==> src/rtl/spm_seq_ctrl_if.sv <==
// -----------------------------------------------------------------------------
// spm_seq_ctrl_if
// Bundles the request side and the serial-array side of the sequencer for the
// serial-parallel multiplier.
//   start      requester -> sequencer   operation request
//   mcand_in   requester -> sequencer   multiplicand (signed, N bits)
//   mplier_in  requester -> sequencer   multiplier (signed, N bits)
//   busy       sequencer -> requester   high whenever not idle
//   product    sequencer -> requester   2N-bit signed result
//   done       sequencer -> requester   one-cycle "product valid" pulse
//   spm_clr    sequencer -> array       synchronous clear
//   spm_x      sequencer -> array       latched multiplicand
//   spm_y      sequencer -> array       serial multiplier bit, LSB first
//   spm_p      array -> sequencer       serial product bit
// Modports: master = requester plus array side (the environment),
//           slave  = the sequencer itself.
// -----------------------------------------------------------------------------
interface spm_seq_ctrl_if #(
    parameter int N = 32
);
    logic           start;
    logic [N-1:0]   mcand_in;
    logic [N-1:0]   mplier_in;
    logic           busy;
    logic           spm_clr;
    logic [N-1:0]   spm_x;
    logic           spm_y;
    logic           spm_p;
    logic [2*N-1:0] product;
    logic           done;

    modport master (
        output start, mcand_in, mplier_in, spm_p,
        input  busy, spm_clr, spm_x, spm_y, product, done
    );

    modport slave (
        input  start, mcand_in, mplier_in, spm_p,
        output busy, spm_clr, spm_x, spm_y, product, done
    );
endinterface

==> src/rtl/spm_seq_ctrl.sv <==
// -----------------------------------------------------------------------------
// spm_seq_ctrl
// Sequencer around a signed serial-parallel multiplier array. Latches the
// operands, clears the array, streams the multiplier LSB-first with sign
// extension, and shifts the serial product bits into a 2N-bit result.
//
// Ports:
//   clk          single clock, rising edge
//   rst          asynchronous, active-low reset
//   bus          spm_seq_ctrl_if.slave (request, result and array signals)
//   o_dbg_state  current FSM state (IDLE=0, CLEAR=1, SHIFT=2, DONE=3)
//
// Handshake: start is a request that is sampled only while busy=0; a request
// seen while busy=1 is dropped (not queued). Once accepted, busy stays high
// until the cycle after the one-cycle done pulse; product is valid from the
// done cycle until the next accepted start.
//
// Optional feature macro: SPM_ZERO_SKIP_EN -- when defined, a start with a
// zero operand goes straight to DONE with product=0, skipping CLEAR/SHIFT.
// -----------------------------------------------------------------------------
module spm_seq_ctrl #(
    parameter int N   = 32,
    parameter int LAT = 1
) (
    input  logic          clk,
    input  logic          rst,
    spm_seq_ctrl_if.slave bus,
    output logic [1:0]    o_dbg_state
);
    localparam int CW = $clog2(2 * N + LAT + 1);
    localparam int IW = $clog2(N);
    localparam logic [CW-1:0] C_N    = CW'(N);
    localparam logic [CW-1:0] C_LAT  = CW'(LAT);
    localparam logic [CW-1:0] C_LAST = CW'(2 * N + LAT - 1);

    typedef enum logic [1:0] {
        S_IDLE  = 2'd0,
        S_CLEAR = 2'd1,
        S_SHIFT = 2'd2,
        S_DONE  = 2'd3
    } state_t;

    state_t         r_state;
    state_t         w_next_state;
    logic [CW-1:0]  r_cnt;
    logic [N-1:0]   r_x;
    logic [N-1:0]   r_mplier;
    logic [2*N-1:0] r_product;
    logic           w_zero_op;
    logic           w_busy;
    logic           w_clr;
    logic           w_y;
    logic           w_done;

`ifdef SPM_ZERO_SKIP_EN
    assign w_zero_op = (bus.mcand_in == '0) || (bus.mplier_in == '0);
`else
    assign w_zero_op = 1'b0;
`endif

    always_ff @(posedge clk or negedge rst) begin
        if (!rst) begin
            r_state <= S_IDLE;
        end else begin
            r_state <= w_next_state;
        end
    end

    always_comb begin
        w_next_state = r_state;
        w_busy       = 1'b1;
        w_clr        = 1'b0;
        w_y          = 1'b0;
        w_done       = 1'b0;
        case (r_state)
            S_IDLE: begin
                w_busy = 1'b0;
                if (bus.start) begin
                    w_next_state = w_zero_op ? S_DONE : S_CLEAR;
                end
            end
            S_CLEAR: begin
                w_clr        = 1'b1;
                w_next_state = S_SHIFT;
            end
            S_SHIFT: begin
                // Past the top operand bit keep driving the sign bit; the
                // array treats bits beyond 2N as don't-care, so it simply
                // stays stable.
                w_y = (r_cnt < C_N) ? r_mplier[r_cnt[IW-1:0]] : r_mplier[N-1];
                if (r_cnt == C_LAST) begin
                    w_next_state = S_DONE;
                end
            end
            S_DONE: begin
                w_done       = 1'b1;
                w_next_state = S_IDLE;
            end
            default: begin
                w_next_state = S_IDLE;
            end
        endcase
    end

    always_ff @(posedge clk or negedge rst) begin
        if (!rst) begin
            r_cnt     <= '0;
            r_x       <= '0;
            r_mplier  <= '0;
            r_product <= '0;
        end else begin
            case (r_state)
                S_IDLE: begin
                    if (bus.start) begin
                        r_x       <= bus.mcand_in;
                        r_mplier  <= bus.mplier_in;
                        // Cleared here so a zero-skip operation already
                        // presents product=0 in its DONE cycle.
                        r_product <= '0;
                    end
                end
                S_CLEAR: begin
                    r_cnt <= '0;
                end
                S_SHIFT: begin
                    r_cnt <= r_cnt + CW'(1);
                    // Product bit k arrives LAT cycles after spm_y bit k, so
                    // the first LAT cycles carry nothing worth capturing.
                    if (r_cnt >= C_LAT) begin
                        r_product <= {bus.spm_p, r_product[2*N-1:1]};
                    end
                end
                default: begin
                end
            endcase
        end
    end

    assign bus.busy    = w_busy;
    assign bus.spm_clr = w_clr;
    assign bus.spm_y   = w_y;
    assign bus.done    = w_done;
    assign bus.spm_x   = r_x;
    assign bus.product = r_product;
    assign o_dbg_state = r_state;
endmodule
==> src/flat_wrapper.sv <==
// flat-port wrapper written by rule: the top's interface ports become plain ports
module spm_seq_ctrl_flat 
#(
    parameter int N   = 32,
    parameter int LAT = 1
)
  (clk, rst, o_dbg_state, bus_start, bus_mcand_in, bus_mplier_in, bus_spm_p, bus_busy, bus_spm_clr, bus_spm_x, bus_spm_y, bus_product, bus_done);
  spm_seq_ctrl_if #(.N(N)) bus_i ();
  input  logic clk;
  input  logic rst;
  output logic [1:0] o_dbg_state;
  input wire logic [$bits(bus_i.start)-1:0] bus_start;
  input wire logic [$bits(bus_i.mcand_in)-1:0] bus_mcand_in;
  input wire logic [$bits(bus_i.mplier_in)-1:0] bus_mplier_in;
  input wire logic [$bits(bus_i.spm_p)-1:0] bus_spm_p;
  output wire logic [$bits(bus_i.busy)-1:0] bus_busy;
  output wire logic [$bits(bus_i.spm_clr)-1:0] bus_spm_clr;
  output wire logic [$bits(bus_i.spm_x)-1:0] bus_spm_x;
  output wire logic [$bits(bus_i.spm_y)-1:0] bus_spm_y;
  output wire logic [$bits(bus_i.product)-1:0] bus_product;
  output wire logic [$bits(bus_i.done)-1:0] bus_done;
  assign bus_i.start = bus_start;
  assign bus_i.mcand_in = bus_mcand_in;
  assign bus_i.mplier_in = bus_mplier_in;
  assign bus_i.spm_p = bus_spm_p;
  assign bus_busy = bus_i.busy;
  assign bus_spm_clr = bus_i.spm_clr;
  assign bus_spm_x = bus_i.spm_x;
  assign bus_spm_y = bus_i.spm_y;
  assign bus_product = bus_i.product;
  assign bus_done = bus_i.done;
  spm_seq_ctrl #(.N(N), .LAT(LAT)) u_core (.clk(clk), .rst(rst), .bus(bus_i), .o_dbg_state(o_dbg_state));
endmodule
==> config.mk <==
export PLATFORM = sky130hd
export DESIGN_NAME = spm_seq_ctrl_flat
export DESIGN_NICKNAME = d
export VERILOG_FILES = /design/src/rtl/spm_seq_ctrl_if.sv /design/src/rtl/spm_seq_ctrl.sv /design/src/flat_wrapper.sv
export SDC_FILE = /design/constraint.sdc
export NUM_CORES = 1
export LEC_CHECK = 0
export CELL_PAD_IN_SITES_DETAIL_PLACEMENT = 1
export CELL_PAD_IN_SITES_GLOBAL_PLACEMENT = 1
export CORE_UTILIZATION = 39
export CTS_BUF_LIST = sky130_fd_sc_hd__clkbuf_8
export CTS_CLUSTER_DIAMETER = 100
export CTS_CLUSTER_SIZE = 24
export DETAILED_ROUTE_END_ITERATION = 10
export GPL_TIMING_DRIVEN = 1
export MAX_ROUTING_LAYER = met4
export PLACE_DENSITY_LB_ADDON = 0.2
export SLEW_MARGIN = 15
export SYNTH_ARGS = -nofsm -noshare
export SYNTH_HDL_FRONTEND = slang
export SYNTH_SLANG_ARGS = --single-unit
==> constraint.sdc <==
create_clock -name clk -period 2.3 [get_ports clk]
set_input_delay 0.23 -clock clk [delete_from_list [all_inputs] [get_ports clk]]
set_output_delay 0.23 -clock clk [all_outputs]
set_load 0.01 [all_outputs]
==> results of run 1 <==
[worst reg2reg max path, delay by kind of cell, from the launching register on]
| kind | cells | cell delay [ns] |
|---|---|---|
| adder cells (fa/ha/maj) | 1 | 0.31 |
| flip-flops | 1 | 0.43 |
| buffers and inverters | 3 | 0.39 |
| AO/OA/AOI/OAI | 2 | 0.44 |
| AND/OR/NAND/NOR | 2 | 0.37 |
[synthesized netlist by cell type, drive strengths merged (2+ instances only)]
| cell type | count | area, µm² |
|---|---|---|
| nand2 | 11 | 43.80 |
| a31oi | 2 | 12.51 |
| nor3 | 3 | 20.02 |
| ha | 7 | 87.58 |
| a21oi | 4 | 20.02 |
| mux4 | 5 | 112.6 |
| mux2 | 67 | 754.5 |
| nand3 | 10 | 55.05 |
| dfrtp | 137 | 3428 |
| a22o | 64 | 565.5 |
| buf | 18 | 173.9 |
| nor2 | 5 | 18.77 |
| mux2i | 4 | 40.04 |
| and3 | 2 | 12.51 |
| nor2b | 2 | 12.51 |
| clkbuf | 10 | 98.84 |
| o21ai | 7 | 35.03 |
| nand4 | 2 | 12.51 |
| o22ai | 3 | 18.77 |
| inv | 11 | 43.80 |
[where the power goes]
group	switching, µW	internal, µW	total [µW]
Sequential	414	3090	3500
Combinational	1600	1920	3520
Clock	906	1140	2040
[through the flow]
stage | worst slack, ns | hold WS (ns)
after floorplan | 0.4014 | -0.06559
after CTS | -0.08859 | 0.2270
after global routing | -0.08113 | 0.2581
final | -0.02048 | 0.2716
after detailed placement | 0.06658 | 0.1375
after global placement | 0.1374 | 0.1351
[cell families (layout without fill, tap and decap cells)]
| logic type | Yosys count | count (layout) | synth area share |
|---|---|---|---|
| flops | 137 | 137 | 0.6063 |
| compound gates | 86 | 86 | 0.1246 |
| mux | 76 | 76 | 0.1604 |
| buf+inv | 39 | 226 | 0.05599 |
| simple gates | 38 | 38 | 0.03718 |
| fa+ha+maj | 7 | 7 | 0.01549 |
[path summary, 6_finish.rpt]
path / from / endpoint / slack [ns] / cells past startpoint
max: u_core.r_cnt[1]$_DFFE_PN0P_ / bus_spm_y / -0.02 / 7
min: rst / u_core.bus.spm_x[7]$_DFFE_PN0P_ / 0.27 / 2
max reg2reg: u_core.o_dbg_state[0]$_DFFE_PN0P_ / u_core.bus.product[63]$_DFFE_PN0P_ / 0.25 / 8
min reg2reg: u_core.r_mplier[3]$_DFFE_PN0P_ / u_core.r_mplier[3]$_DFFE_PN0P_ / 0.51 / 1
max in group asynchronous: rst / u_core.r_mplier[1]$_DFFE_PN0P_ / 1.23 / 3
min in group clk: bus_mplier_in[8] / u_core.r_mplier[8]$_DFFE_PN0P_ / 0.40 / 2
[registers in the layout, indices dropped and copies added, names as in the netlist]
name,flops
u_core.bus.spm_x,32
u_core.o_dbg_state,2
u_core.bus.product,64
u_core.r_cnt,7
u_core.r_mplier,32
[timing repair]
action                                  CTS  global route
setup buffers                             1             1
endpoints found under the hold margin    32             0
pin swaps                                 3             4
endpoints found under the setup margin    1             5
gates resized for setup                   8             5
hold buffers                              1             0
[metal layers]
layer,track usage,vias to the layer above,share of wire
li1,-,1760,-
met1,0.2386,2001,0.40
met2,0.3160,99,0.52
met3,0.07017,17,0.063
met4,0.07622,0,0.015
met5,-,-,0
[layout make-up]
type | instances | area [µm²] | area share
timing repair buffer | 183 | 1853 | 0.2342
sequential | 137 | 3430 | 0.4335
clock buffer | 23 | 316.6 | 0.04001
tap | 180 | 225.2 | 0.02847
multi-input combinational | 207 | 1933 | 0.2443
inverter | 11 | 43.79 | 0.005535
clock inverter | 9 | 110.1 | 0.01392
==> metrics.md, run 1 <==
| Metric | Value |
|---|---|
| Status | finished, violations left |
| Failing checks | setup timing |
| Initial Util | 0.4042 |
| Seq/Total Area, Yosys | 0.6063 |
| Finished Cell Area | 0.007911 mm² |
| Number of buffers created by CTS | 17 |
| Core area | around 0.014 mm² |
| Number of synthesized flops with an enable pin | 0 |
| Final Max Tran Viols | 0 |
| CTS tree | yes |
| Mapped Area | 0.005654 mm² |
| Total GRT Usage | 0.2016 |
| Post-layout util | 0.5656 |
| Final cell count without fillers | 750 |
| Worst Setup Path Type | reg2out |
| Pre-antenna DRT Iters | 4 |
| Avg Inst Size Synth | about 15 µm² |
| Via density | a little over 5 |
| Final Critical Period | about 2.3 ns |
| Avg WL per Cell | 17.98 µm |
| Layout net count | 632 |
| Unrepaired setup endpoints after global routing | yes |
| Layout area overhead | 39.92% |
| Worst EP arrival | roughly 2.1 ns |
| Remaining Overflow, GRT | 0 |
| Slowest cell on crit path | dfrtp_2 |
| DIE HEIGHT | roughly 120 µm |
| Worst Path Buf+Inv | 2 |
| Vias in the first global route | ~4.2k |
| Initial DRC count | 180 |
| Top_reg_cell synth | dfrtp_1 |
| Final worst slack | -0.02048 ns |
| Yosys reg bits | 137 |
| Worst path top cell family by delay | flip-flops |
| Port Buffers | ~170 |
| Clock skew | 0.01180 ns |
| H-tree Lvls | 4 |
| Largest net degree at the start of global routing | 70 |
| DRC | 0 |
| Fmax | between 0.4 and 0.5 GHz |
| Netlist cell types | 39 |
| Slew headroom | 0.6916 |
| TNS Setup | -0.02048 ns |
| Setup crit start kind | flip-flop |
| DRT Wirelength | about 13,000 µm |
| Worst-case vdd ir drop | just over 0.7 mV |
| Num rows | 43 |
| Tot Pwr | around 9100 µW |
| Gpl congestion | 0.8377 |
| Required time worst endpoint | between 2 and 2.5 ns |
| Commonest cells after routing, fill and taps aside | clkdlybuf4s50_1, dfrtp_1, mux2_2, a22o_1, clkbuf_8 |
| Cell count after synthesis | around 380 |
| Critical path cell sequence | buf_6, mux2_4, a32oi_1, nand4_1, o221ai_2, a31oi_1, buf_2 |
| Endpoints failing setup | 1 |
| Die X | between 100 and 150 µm |
| Clk buf depth | 2 |
| CP Max Fanout | 5 |
| Worst hold path type | in2async |
| Initial antenna violation count | 0 |
| P_leak | approximately 0.0034 µW |
| Routed vias | approximately 3.9k |
| Final Hold Fails | 0 |
| Post-synth net total | 458 |
| Clock tree sinks | 137 |
| Layout cells sized above 1 | 0.2386 |
| Inserted Diodes | 0 |
| Clock latency on the worst-skew pair | between 0.4 and 0.5 ns |
| Detailed placer's ending HPWL | around 9400 µm |
| CP max stage delay | around 0.45 ns |
| Pwr/cell area | 1146 mW/mm² |
| ANT nets after route | 0 |
| Root Driver | clkbuf_8 |
| DP Cell Count | 715 |
| First-pass GRT wire length | about 22,000 µm |
| Commonest non-fill, non-tap cell in the layout | clkdlybuf4s50_1 |
| Fill cell count | roughly 1.4k |
| Clock slew at reported path FFs | approximately 0.080 ns |
| Final worst-path cycle share | 1.009 |
| Async S/R FF share, synth | 1.000 |
| Crit end category | output pin |
| Max-cap viol count | 0 |
| Worst Max-Slew Pin Slew | 0.4626 ns |
| Yosys warns | 0 |
| I/O pin count | 170 |
| DP Area | 0.007435 mm² |
| Die area | 0.01498 mm² |
No activity file was read; power rests on OpenSTA's default activity.
==> run 2, diff against run 1 <==
--- a/config.mk
+++ b/config.mk
@@ -7,14 +7,16 @@
 export LEC_CHECK = 0
 export CELL_PAD_IN_SITES_DETAIL_PLACEMENT = 1
 export CELL_PAD_IN_SITES_GLOBAL_PLACEMENT = 1
+export CORE_MARGIN = 4
 export CORE_UTILIZATION = 39
 export CTS_BUF_LIST = sky130_fd_sc_hd__clkbuf_8
 export CTS_CLUSTER_DIAMETER = 100
-export CTS_CLUSTER_SIZE = 24
+export CTS_CLUSTER_SIZE = 40
 export DETAILED_ROUTE_END_ITERATION = 10
 export GPL_TIMING_DRIVEN = 1
 export MAX_ROUTING_LAYER = met4
 export PLACE_DENSITY_LB_ADDON = 0.2
+export REMOVE_ABC_BUFFERS = 1
 export SLEW_MARGIN = 15
 export SYNTH_ARGS = -nofsm -noshare
 export SYNTH_HDL_FRONTEND = slang
==> run 2 against run 1 <==
Against the previous run:
- the flow now finishes without violations
- clock skew decreased by 0.0044 ns
- worst hold slack improved by 0.10 ns
- critical path depth decreased by 2
- routed wire length increased by 4.0%
- power decreased by 0.71%
- first-iteration DRC count decreased by 1.7%
- combinational power about the same
- flip-flop and latch count unchanged
- count of clock-buffer cells in the layout decreased by 3
- sequential share of layout area increased by 0.13 points
- die area increased by 10%
- critical endpoint unchanged
==> metrics.md, run 2 (synthesized netlist as in run 1, its figures left out) <==
| Metric | Value |
|---|---|
| Status | finished clean |
| Num rows | 43 (unchanged) |
| Largest net degree at the start of global routing | 66 (-5.7%) |
| Initial DRC count | 177 (-1.7%) |
| CP Max Fanout | 6 (+1) |
| Endpoints failing setup | 0 (-1) |
| Finished Cell Area | 0.007890 mm² (-0.27%) |
| Sequential share of power | 0.388 (+0.002) |
| I/O pin count | 170 (unchanged) |
| Switching share of power | 0.3196 (-0.002819) |
| Worst EP arrival | 1.98 ns (-0.11 ns) |
| Reg2reg start | u_core.o_dbg_state[0]$_DFFE_PN0P_ |
| Layout area overhead | 39.54% |
| Buffer count from post-CTS setup fixing | 0 (-1) |
| Unrepaired setup endpoints after global routing | yes |
| Crit end category | output pin |
| Die area | 0.01649 mm² (+10%) |
| Remaining Overflow, GRT | 0 (unchanged) |
| Final worst-path cycle share | 0.9604 (-0.04849) |
| Worst Setup Path Type | reg2out |
| Worst hold path type | in2async |
| Layout cells sized above 1 | 0.2302 (-0.008368) |
| Total net switching power | 2877 µW (-1.6%) |
| Worst-case vdd ir drop | 0.5885 mV (-18%) |
| Pre-antenna DRT Iters | 4 (unchanged) |
| Clock latency on the worst-skew pair | 0.43 ns (about the same) |
| DRC | 0 (unchanged) |
| Port Buffers | 169 (unchanged) |
| Setup crit start kind | flip-flop |
| DP Cell Count | 720 (+0.70%) |
| Initial Util | 0.4027 (-0.001549) |
| H-tree Lvls | 4 (unchanged) |
| Worst setup path startpoint | u_core.r_cnt[1]$_DFFE_PN0P_ |
| Pwr/cell area | 1141 mW/mm² (-0.44%) |
| Clock tree sinks | 137 (unchanged) |
| DIE HEIGHT | 128.4 µm (+4.9%) |
| TNS Setup | 0 ns (+0.02048 ns) |
| Layout net count | 635 (+0.47%) |
| Routed vias | 3,824 (-1.4%) |
| Die X | 128.4 µm (+4.9%) |
| Root Driver | clkbuf_8 |
| CTS tree | yes |
| DP Area | 0.007472 mm² (+0.50%) |
| Gpl congestion | 0.8877 (+6.0%) |
| ANT nets after route | 0 (unchanged) |
| Commonest cells after routing, fill and taps aside | clkdlybuf4s50_1, dfrtp_1, mux2_2, a22o_1, clkbuf_8 |
| Avg WL per Cell | 18.71 µm (+4.0%) |
| Clk pwr share | 0.218 (-0.008) |
| Internal power | 6125 µW (-0.30%) |
| Total GRT Usage | 0.1839 (-0.01764) |
| Final Critical Period | 2.209 ns (-0.1115 ns) |
| Final worst slack | 0.09105 ns (+0.1115 ns) |
| Commonest non-fill, non-tap cell in the layout | clkdlybuf4s50_1 |
| P_leak | 0.003426 µW (+0.38%) |
| Final Max Tran Viols | 0 (unchanged) |
| Tot Pwr | 9002 µW (-0.71%) |
| Worst Max-Slew Pin Slew | 0.6153 ns (+0.1527 ns) |
| Clock skew | 0.007418 ns (-0.004385 ns) |
| Slew headroom | 0.5898 (-0.1018) |
| Clock slew at reported path FFs | 0.07 ns (about the same) |
| Via density | 5.099 (-1.4%) |
| Final cell count without fillers | 750 (unchanged) |
| Required time worst endpoint | 2.07 ns (about the same) |
| DRT Wirelength | 14,030 µm (+4.0%) |
| Initial antenna violation count | 1 (+1) |
| First-pass GRT wire length | 22,960 µm (+4.4%) |
| Final Hold Fails | 0 (unchanged) |
| Dpl ws | 0.08562 ns (+0.01904 ns) |
| Max FFs per register | 64 (unchanged) |
| Vias in the first global route | 4,323 (+3.2%) |
| Fmax | 0.4527 GHz (+5.0%) |
| Combinational share of power | 0.394 (+0.006) |
| Number of buffers created by CTS | 17 (unchanged) |
| Detailed placer's ending HPWL | 9985 µm (+6.3%) |
| Core area | 0.01404 mm² (+0.38%) |
| Clk buf depth | 2 (unchanged) |
| Max-cap viol count | 0 (unchanged) |
## run 2: changes by cell type in the layout (fill, tap and decap cells not counted), moves of 2 or more
cell / change
buf_4: +3
clkbuf_8: -3
clkinv_2: -2
inv_1: +4
clkinvlp_4: -3
## run 2: through the flow
stage	hold WS, ns	util
3_3_place_gp	0.2643	0.5321
6_report	0.3764	0.5619
2_1_floorplan	-0.06559	-
5_1_grt	0.3819	0.5619
3_5_place_dp	0.2791	0.5321
4_1_cts	0.3622	0.5600
## run 2: final cells by class
type	count	area [µm²]
antenna	1	2.502
clock buffer	20	275.3
clock inverter	8	108.9
fill	1341	6152
inverter	11	43.79
multi-input combinational	207	1928
sequential	137	3431
tap	180	225.2
timing repair buffer	186	1876
## run 2: final timing paths
| kind | endpoint | slack, ns | cells past startpoint |
|---|---|---|---|
| setup reg to reg | u_core.bus.product[63]$_DFFE_PN0P_ | 0.22 | 8 |
| hold reg to reg | u_core.bus.spm_x[12]$_DFFE_PN0P_ | 0.50 | 1 |
| min in group clk | u_core.r_mplier[10]$_DFFE_PN0P_ | 0.41 | 2 |
| setup / recovery | bus_spm_y | 0.09 | 5 |
| max in group asynchronous | u_core.r_cnt[2]$_DFFE_PN0P_ | 1.25 | 3 |
| hold / removal | u_core.bus.product[43]$_DFFE_PN0P_ | 0.38 | 2 |
## run 2: what timing repair did
item | CTS | global route
hold endpoints to repair | 62 | 0
setup endpoints to repair | 1 | 1
pin swaps | 1 | 1
resized for setup | 7 | 5
hold buffers | 1 | 0
## run 2: layer usage
metal / global-route usage / vias to the layer above / share of wire
li1: - / 1763 / -
met1: 0.2189 / 1943 / 0.41
met2: 0.2884 / 106 / 0.50
met3: 0.07597 / 12 / 0.074
met4: 0.05306 / 0 / 0.014
met5: - / - / 0
## run 2: critical path: stages, from the launching register on
cell	delay [ns]
dfrtp_2	0.44
buf_6	0.15
mux4_2	0.50
o211ai_1	0.18
a31oi_1	0.13
buf_2	0.16
## run 2: power by group through the flow
stage | combinational, µW | sequential [µW] | clock, µW
after floorplan | 1720 | 3640 | 0
after global placement | 3440 | 3500 | 0
after detailed placement | 3560 | 3530 | 0
after CTS | 3570 | 3500 | 2030
after global routing | 3880 | 3600 | 2140
final | 3550 | 3500 | 1960
